--- src/rtl/data_ram_arbiter.sv ---
`default_nettype none
// ============================================================================
// Module   : data_ram_arbiter
// Brief    : Shares the single-port data RAM between the CPU data port and a
//            host port; the host steals idle cycles or forces a bounded stall.
// Revision : 1.0
// ============================================================================
module data_ram_arbiter #(
    parameter int MAX_WAIT  = 4,
    parameter int BURST_MAX = 4
) (
    input  logic        clk,
    input  logic        reset,
    input  logic        clock_enable,
    output logic        cpu_clock_enable,
    input  logic [31:0] cpu_data_address,
    input  logic        cpu_data_read,
    input  logic        cpu_data_write,
    input  logic [31:0] cpu_data_writedata,
    output logic [31:0] cpu_data_readdata,
    input  logic        host_req,
    input  logic        host_write,
    input  logic [31:0] host_address,
    input  logic [31:0] host_writedata,
    output logic        host_ack,
    output logic [31:0] host_readdata,
    output logic        host_owns,
    output logic [31:0] ram_addr,
    output logic [31:0] ram_data_in,
    output logic        ram_data_read,
    output logic        ram_data_write,
    input  logic [31:0] ram_data_out
);

    localparam int WW = $clog2(MAX_WAIT + 1);
    localparam int BW = $clog2(BURST_MAX + 1);
    localparam logic [WW-1:0] c_WAIT_LAST  = WW'(MAX_WAIT - 1);
    localparam logic [WW-1:0] c_WAIT_SAT   = WW'(MAX_WAIT);
    localparam logic [BW-1:0] c_BURST_LAST = BW'(BURST_MAX - 1);

    typedef enum logic [0:0] {
        S_CPU_OWN = 1'b0,
        S_HOST    = 1'b1
    } state_t;

    state_t        r_state;
    logic [WW-1:0] r_wait_cnt;
    logic [BW-1:0] r_burst_cnt;

    logic w_cpu_busy;
    logic w_host_drive;

    always_comb begin
        w_cpu_busy   = clock_enable & (cpu_data_read | cpu_data_write);
        // Select depends only on state, host_req and cpu_busy.
        w_host_drive = (r_state == S_HOST) | (host_req & ~w_cpu_busy);

        ram_addr     = w_host_drive ? host_address   : cpu_data_address;
        ram_data_in  = w_host_drive ? host_writedata : cpu_data_writedata;

        ram_data_read  = 1'b0;
        ram_data_write = 1'b0;
        host_ack       = 1'b0;
        if (reset) begin
            ram_data_read  = 1'b0;
            ram_data_write = 1'b0;
        end else if (w_host_drive) begin
            // A HOST-state cycle without a request is a dead cycle.
            host_ack       = host_req;
            ram_data_read  = host_req & ~host_write;
            ram_data_write = host_req &  host_write;
        end else begin
            ram_data_read  = clock_enable & cpu_data_read;
            ram_data_write = clock_enable & cpu_data_write;
        end

        cpu_clock_enable = (reset || r_state == S_CPU_OWN) ? clock_enable : 1'b0;
        host_owns        = ~reset & (r_state == S_HOST);
    end

    assign cpu_data_readdata = ram_data_out;
    assign host_readdata     = ram_data_out;

    always_ff @(posedge clk) begin
        if (reset) begin
            r_state     <= S_CPU_OWN;
            r_wait_cnt  <= '0;
            r_burst_cnt <= '0;
        end else begin
            case (r_state)
                S_CPU_OWN: begin
                    if (!host_req || !w_cpu_busy) begin
                        r_wait_cnt <= '0;
                    end else begin
                        if (r_wait_cnt != c_WAIT_SAT)
                            r_wait_cnt <= r_wait_cnt + 1'b1;
                        if (r_wait_cnt == c_WAIT_LAST) begin
                            r_state     <= S_HOST;
                            r_burst_cnt <= '0;
                        end
                    end
                end
                S_HOST: begin
                    if (host_req && r_burst_cnt != c_BURST_LAST) begin
                        r_burst_cnt <= r_burst_cnt + 1'b1;
                    end else begin
                        // Burst exhausted or host went away: return the RAM.
                        r_state     <= S_CPU_OWN;
                        r_wait_cnt  <= '0;
                        r_burst_cnt <= '0;
                    end
                end
                default: begin
                    r_state     <= S_CPU_OWN;
                    r_wait_cnt  <= '0;
                    r_burst_cnt <= '0;
                end
            endcase
        end
    end

endmodule
`default_nettype wire

--- config.mk ---
export PLATFORM = sky130hd
export DESIGN_NAME = data_ram_arbiter
export DESIGN_NICKNAME = d
export VERILOG_FILES = /design/src/rtl/data_ram_arbiter.sv
export SDC_FILE = /design/constraint.sdc
export NUM_CORES = 1
export LEC_CHECK = 0
export CAP_MARGIN = 20
export CORE_AREA = 3 3 116 118
export DETAILED_ROUTE_END_ITERATION = 8
export DIE_AREA = 0 0 119 121
export PLACE_DENSITY_LB_ADDON = 0.2
export SYNTH_ARGS = -nofsm -noshare
export SYNTH_HDL_FRONTEND = slang
export SYNTH_SLANG_ARGS = --single-unit
--- constraint.sdc ---
create_clock -name clk -period 2.5 [get_ports clk]
set_clock_uncertainty 0.15 [all_clocks]
set_input_delay 0.5 -clock clk [delete_from_list [all_inputs] [get_ports clk]]
set_output_delay 0.5 -clock clk [all_outputs]
set_load 0.005 [all_outputs]
==> results of run 1 <==
routing by layer:
layer / global-route usage, % / vias to the layer above / part of all wire [%]
met1: 13.1 / 884 / 39
met2: 18.8 / 140 / 49
met5: 0 / - / 0.15
met4: 0.507 / 2 / 0.16
li1: - / 941 / -
met3: 5.69 / 4 / 12
final timing paths:
| kind | to | depth (start not counted) |
|---|---|---|
| max | ram_addr[18] | 7 |
| max reg2reg | r_burst_cnt[0]$_SDFFE_PP0P_ | 5 |
| min | r_wait_cnt[1]$_SDFFE_PP0P_ | 2 |
| min reg2reg | r_wait_cnt[1]$_SDFFE_PP0P_ | 2 |
repair_timing:
action                                  4_1_cts  5_1_grt
cloned                                        6        0
hold buffers                                  0        0
gates resized for setup                     199        7
endpoints found under the setup margin       68       12
pin swaps                                     2        0
setup buffers                                14        0
where the power goes:
group,internal (mW),switching [mW]
Sequential,0.113,0.000779
Clock,0.212,0.0627
Combinational,0.417,0.168
Total,0.742,0.232
logic make-up (layout without fill, tap and decap cells):
logic type | Yosys count | in the layout | share of synthesized area [%]
muxes | 64 | 64 | 41.0
AOI/OAI and AO/OA | 13 | 13 | 5.05
DFF | 7 | 7 | 7.97
buffers and inverters | 81 | 239 | 33.4
and+or+nand+nor | 26 | 26 | 9.03
adders and majority gates | 5 | 5 | 3.56
cells in the final DEF, fill, tap and decap left out, drive strengths merged:
| cell | netlist | layout |
|---|---|---|
| clkdlybuf4s50 | 0 | 133 |
| mux2 | 64 | 64 |
| buf | 72 | 58 |
| dlygate4sd2 | 0 | 32 |
| dfxtp | 7 | 7 |
| inv | 6 | 6 |
| nand3b | 5 | 5 |
| ha | 5 | 5 |
| clkdlybuf4s15 | 0 | 5 |
| clkbuf | 3 | 5 |
| nor2 | 4 | 4 |
| nand2 | 4 | 4 |
| a21oi | 4 | 4 |
| nand3 | 3 | 3 |
| a31oi | 3 | 3 |
| and3b | 2 | 2 |
| and4b | 2 | 2 |
| a32oi | 2 | 2 |
| nand4 | 2 | 2 |
| o21ai | 1 | 1 |
| nor2b | 1 | 1 |
| nor3b | 1 | 1 |
| or2 | 1 | 1 |
| o2111ai | 1 | 1 |
| nand2b | 1 | 1 |
| a211oi | 1 | 1 |
| o211ai | 1 | 1 |
worst reg2reg max path: stages, from the launching register on:
cell and delay [ns]:
sky130_fd_sc_hd__dfxtp_1 0.32, sky130_fd_sc_hd__ha_1 0.21, sky130_fd_sc_hd__ha_1 0.17, sky130_fd_sc_hd__and3b_1 0.37
sky130_fd_sc_hd__nand2b_1 0.09, sky130_fd_sc_hd__a21oi_1 0.15
through the flow:
stage	std cells	util [%]
final	526	30.4
after global routing	526	30.4
after CTS	528	30.8
after detailed placement	504	28.1
after global placement	504	28.1
after floorplan	196	-
sequential cells by signal, indices dropped and copies added, names as in the netlist:
register,count
r_burst_cnt,3
r_state,1
r_wait_cnt,3
cell type report:
| cell class | count | area [um^2] |
|---|---|---|
| well taps | 172 | 215 |
| multi-input cells | 108 | 1090 |
| inverters | 6 | 22.5 |
| repair buffers | 229 | 2270 |
| clock buffers | 4 | 78.8 |
| fillers | 1340 | 8750 |
| flip-flops and latches | 7 | 140 |
==> summary.md, run 1 <==
The run finished with clean final reports. Entering global routing, the biggest net connects 10 pins. Averaged over all synthesized cells, the footprint is 8.98 um^2.

At the placement stage, the worst setup path has a slack of -0.627 ns. The number of top-level design ports was 300; the share of flip-flops with an asynchronous set or reset after synthesis was 0%. Once detail routing completed, the nets flagged for antenna violations numbered 0. Setup repair after global routing left no endpoint under its margin. In this run, synthesis inferred 0 flip-flops with an integrated enable. Yosys instantiated no cell more often than sky130_fd_sc_hd__buf_4. The run gives 527 as the number of nets in the layout. The logs give 0.974 mW for the power consumption and 1 for the number of antenna violations at the first check in global routing. The floorplan step set the die height to 121 um. The clock transition time at the flip-flop clock pins of the worst setup and hold paths was 0.04 ns.

In the routed design, unresolved DRC markers number 0. The critical path goes through buf_4 -> o21ai_4 -> a21oi_4 -> buf_12 -> buf_16 -> mux2_1 -> dlygate4sd2_1. Across the VDD grid, the largest voltage drop is 0.235 mV. By startpoint and endpoint, the worst setup path is classified as primary input to output port. The commonest register cell after synthesis is sky130_fd_sc_hd__dfxtp_1.

Buffers inserted during clock tree synthesis total 3. The tools report the final sum of negative setup slack as 0 ns. The initialized floorplan defines 41 standard-cell rows. The violation count after the first detailed-route iteration is 28.

The core region is 12600 um^2. The layout-stage area growth over the synthesis result was 117%. The cell taking the most area after synthesis is sky130_fd_sc_hd__mux2_1. The per-cell routed wire length works out to 16.4 um. The quantity of I/O buffers inserted on ports is 203.

The number of global-route vias before repair is 2101, and the number of register bits inferred by synthesis is 7. TritonCTS built the clock tree. The first-pass GRT wire length was 12600 um; the measured slew at the worst slew-check pin was 0.312 ns. The final number of hold-violating endpoints came out at 0. In the global route stage, overall resource usage came out at 11.1%. The run gives 0 as the number of pins exceeding their max-slew limit in the final report.

By area the synthesized netlist is led by sky130_fd_sc_hd__mux2_1 31%, sky130_fd_sc_hd__buf_4 28%, sky130_fd_sc_hd__mux2_2 9.6%. With fillers left out, the area of the finished cells amounts to 3820 um^2. The class of the most critical hold timing path was flop to flop.

The number of unique standard cell types used by synthesis is 28, and the via count is 1971. The most critical setup path has its startpoint at clock_enable. The endpoint kind of the worst setup timing path was an output port. The power density over the cells is 255 nW/um^2, and the endpoint required time on the critical path is 1.85 ns. The largest individual stage delay along the critical path comes from the cell sky130_fd_sc_hd__mux2_1. For the net count after synthesis, the log shows 368. In this design, the largest share of critical-path delay is due to buffers and inverters. Worst flop-to-flop path startpoint: r_burst_cnt[0]$_SDFFE_PP0P_.

The logs give 14.0% for the initial standard-cell utilization of the core and 0 for the number of setup violations in the final report. After detailed placement, the total cell area comes to 3530 um^2. The die is 119 um wide. The tools report the detailed-routing iteration count for the pre-antenna-repair pass as 4. The tightest slew margin relative to the limit was 79.2%; the final global-route overflow total was 0. Synthesis handed over a netlist of 196 instances.

Delay of the slowest cell on the worst path: 0.32 ns. The final RePlAce weighted congestion is 0.779, and the final clock period utilization by the worst path is 98.0%. Across all register-to-register paths, the minimum setup slack is 0.97 ns. Data on the critical path arrives at its endpoint at 1.80 ns. Of all nets on the critical path, the largest fanout is 9. The logs give 0 for the number of max-cap violations and 7 for the number of sinks driven by the clock tree. Summed over its instances, the top area cell type makes up 31.4% of the synthesized netlist area.

The worst setup path is launched from a primary input. The fraction of layout cells with a size suffix above 1 is 24.6%. Clock latency on the worst-skew pair, taken at its later pin, is 0.23 ns. The source of the worst hold timing path was r_wait_cnt[1]$_SDFFE_PP0P_. In this run the clock root is driven by a sky130_fd_sc_hd__clkbuf_16. For this design the static power due to leakage is 1.61 nW. Final-layout worst hold slack: 0.356 ns. For this run, the number of Yosys warnings is 0. Buffer levels on the longest clock path: 2. The H-tree depth came out at 1. Detailed placement ended at an HPWL of 6590 um.

Sorting the synthesized cells by how often they occur yields 65 x sky130_fd_sc_hd__buf_4, 49 x sky130_fd_sc_hd__mux2_1, 15 x sky130_fd_sc_hd__mux2_2. The total wire length was 8600 um; the final period demand of the worst path was 2.45 ns. In the post-route analysis, the smallest setup slack over all paths is 0.0502 ns.

For the highest clock rate, the log shows 408 MHz. Using the TritonRoute via totals, the vias-per-cell ratio works out to 3.75. The number of buffers and inverters on the critical path is 4. The die outline area is 14400 um^2. After synthesis the cells add up to 1760 um^2. The number of antenna diodes in the final layout is 0.

Sequential elements use 7.97% of the synthesized area.
(Power assumes the default switching activity.)
==> run 2, diff against run 1 <==
--- a/config.mk
+++ b/config.mk
@@ -9,6 +9,7 @@
 export CORE_AREA = 3 3 116 118
 export DETAILED_ROUTE_END_ITERATION = 8
 export DIE_AREA = 0 0 119 121
+export MAX_ROUTING_LAYER = met4
 export PLACE_DENSITY_LB_ADDON = 0.2
 export SYNTH_ARGS = -nofsm -noshare
 export SYNTH_HDL_FRONTEND = slang
==> run 2 against run 1 <==
Against the previous run:
- sequential power about the same
- core utilization barely moved
- cell count grew 0.19%
- fmax barely moved
- count of clock-buffer cells in the layout unchanged
- combinational power hardly changed
- power is essentially flat
- critical path depth stayed put
- die area is the same
==> summary.md, run 2 (synthesized netlist as in run 1, its figures left out) <==
For the largest net degree at the start of global routing, the log shows 10 (unchanged). The tools report the number of pins exceeding their max-slew limit in the final report as 0 (unchanged). The H-tree depth was 1 (unchanged).

The tools report the category of the worst setup path launch point as a primary input (unchanged). The minimum setup slack after placement is -0.627 ns (unchanged), and the quantity of I/O buffers inserted on ports is 203 (unchanged). For the final sum of negative setup slack, the log shows 0 ns (unchanged). The final global-route overflow total was 0 (unchanged).

The tools report the tightest slew margin relative to the limit as 79.2% (about the same). The run gives 300 (unchanged) as the number of top-level design ports. Maximum VDD drop: 0.234 mV (was 0.235 mV). The run gives 408 MHz (about the same) as the highest clock rate. The end of the worst hold path was r_burst_cnt[0]$_SDFFE_PP0P_ (was r_wait_cnt[1]$_SDFFE_PP0P_).

The CTS root buffer is sky130_fd_sc_hd__clkbuf_16 (unchanged). Count of cells along the worst hold path: 2 (unchanged). The placed wire-length estimate was 6590 um (unchanged).

The tools report the source of the worst hold timing path as r_burst_cnt[0]$_SDFFE_PP0P_ (was r_wait_cnt[1]$_SDFFE_PP0P_). The number of global-route vias before repair came out at 2099 (was 2101). Number of sinks driven by the clock tree: 7 (unchanged). The most common cell after layout, fill and taps aside is sky130_fd_sc_hd__clkdlybuf4s50_1 (unchanged).

The y dimension of the die was 121 um (unchanged); the layout-stage area growth over the synthesis result was 117% (about the same). The cell area after layout is 3820 um^2 (about the same). The run finished with clean final reports.

Measured slew at the worst slew-check pin: 0.312 ns (about the same). The buffer levels on the longest clock path was 2 (unchanged). The run gives 3380 um (was 3360 um) as the wire length on met1. The detailed-routing iteration count for the pre-antenna-repair pass was 4 (unchanged). The final number of hold-violating endpoints came out at 0 (unchanged). The per-cell routed wire length is 16.3 um (was 16.4 um). The number of antenna violations at the first check in global routing was 1 (unchanged); the number of setup violations in the final report was 0 (unchanged).

The final period demand of the worst path is 2.45 ns (about the same), and the maximum fanout along the worst path is 9 (unchanged). The number of nets in the layout came out at 527 (unchanged). The count of standard-cell rows is 41 (unchanged), and the fill cell instance count of the final layout is 1339 (was 1340). The clock transition time at the flip-flop clock pins of the worst setup and hold paths works out to 0.04 ns (about the same). Core footprint: 12600 um^2 (unchanged).

The initial standard-cell utilization of the core came out at 14.0% (unchanged). The violation count after the first detailed-route iteration is 25 (was 28), and the sum of met3 wire segment lengths after detailed routing is 1020 um (was 1010 um). The tools report the total wire length as 8600 um (about the same). The terminus of the critical flop-to-flop path is r_burst_cnt[0]$_SDFFE_PP0P_ (unchanged). The final RePlAce weighted congestion came out at 0.790 (was 0.779). The class of the most critical hold timing path is flop to flop (unchanged). The run gives 30.4% (about the same) as the utilization of the core after routing.

The arrival time of the worst setup path was 1.80 ns (about the same); the die outline width was 119 um (unchanged). The internal reg-to-reg setup slack was 0.97 ns (about the same). The number of vias per cell after detailed routing works out to 3.73 (was 3.75). The wire length on met2 was 4190 um (was 4200 um). The power density over the cells is 255 nW/um^2 (about the same), and the number of buffers inserted during clock tree synthesis is 3 (unchanged).

The fraction of layout cells with a size suffix above 1 is 24.6% (unchanged). Registers with the highest flip-flop counts: r_burst_cnt (3), r_wait_cnt (3), r_state (1) (unchanged). For the cell leakage power, the log shows 1.61 nW (about the same).

Most used cells in the layout excluding fill and tap cells: 133 x sky130_fd_sc_hd__clkdlybuf4s50_1, 42 x sky130_fd_sc_hd__mux2_1, 32 x sky130_fd_sc_hd__dlygate4sd2_1, 25 x sky130_fd_sc_hd__buf_2, 13 x sky130_fd_sc_hd__buf_4 (unchanged). The remaining number of nets flagged by the antenna check after routing was 0 (unchanged); the final clock period utilization by the worst path was 98.0% (about the same). The number of cells on the worst reg-to-reg path came out at 5 (unchanged). The highest signal layer in the routed design was met4 (was met5).

The overall global routing resource usage is 11.4% (was 11.1%). The run gives 0 (unchanged) as the residual DRC count. For the via count, the log shows 1965 (was 1971).

Setup repair after global routing left no endpoint under its margin. The endpoint required time on the critical path is 1.85 ns (about the same), and the first-pass GRT wire length is 12600 um (about the same). For the final-layout worst hold slack, the log shows 0.356 ns (about the same). TritonCTS built the clock tree. The tools report the endpoint kind of the worst setup timing path as an output port (unchanged). For the cell area after placement, the log shows 3530 um^2 (unchanged).

The die outline area came out at 14400 um^2 (unchanged). The slack of the critical path is 0.0500 ns (was 0.0502 ns). The number of max-cap violations is 0 (unchanged).

Clock latency of the later-clocked register in the worst-skew pair: 0.23 ns (about the same). The kind of critical path was primary input to output port (unchanged). Worst flop-to-flop path startpoint: r_burst_cnt[0]$_SDFFE_PP0P_ (unchanged).
## run 2: final cells by class
class                      instances  area (um^2)  share of cell area, %
antenna                            1         2.50                 0.0655
clock buffer                       4         78.8                   2.06
inverter                           6         22.5                  0.589
multi-input combinational        108         1090                   28.6
sequential                         7          140                   3.67
tap                              172          215                   5.63
timing repair buffer             229         2270                   59.3
## run 2: worst max-delay path, cell delays in order
cell	delay, ns
sky130_fd_sc_hd__buf_4	0.10
sky130_fd_sc_hd__o21ai_4	0.05
sky130_fd_sc_hd__a21oi_4	0.24
sky130_fd_sc_hd__buf_12	0.16
sky130_fd_sc_hd__buf_16	0.13
sky130_fd_sc_hd__mux2_1	0.32
sky130_fd_sc_hd__dlygate4sd2_1	0.28
## run 2: routing by layer
layer  up-vias  global-route usage [%]
li1        943                       -
met1       882                    13.2
met2       138                    18.8
met3         2                    5.59
met4         0                   0.507
met5         -                       -
## run 2: worst max-delay path by stage
stage / slack, ns / to / from
after floorplan: 0.41 / ram_addr[13] / host_req
after global placement: -0.63 / ram_data_in[1] / cpu_data_write
after detailed placement: -0.63 / ram_data_in[1] / cpu_data_write
after CTS: -0.03 / ram_data_in[31] / cpu_data_read
after global routing: 0.0002 / ram_data_read / host_write
final: 0.05 / ram_addr[18] / clock_enable
## run 2: what timing repair did
| item | CTS | global route |
|---|---|---|
| endpoints found under the setup margin | 68 | 12 |
| hold buffers | 0 | 0 |
| buffers inserted | 14 | 0 |
| pin swaps | 2 | 0 |
| gates resized for setup | 199 | 7 |
| gates cloned | 6 | 0 |
## run 2: per-stage QoR
| stage | power [mW] | instances |
|---|---|---|
| after floorplan | 0.346 | 196 |
| after global placement | 0.676 | 504 |
| after detailed placement | 0.676 | 504 |
| after CTS | 1.00 | 528 |
| after global routing | 1.04 | 527 |
| final | 0.974 | 527 |
## run 2: where the power goes
part	internal (mW)	switching, mW
registers	0.113	0.000781
clock network	0.212	0.0623
logic	0.417	0.168
total	0.742	0.231
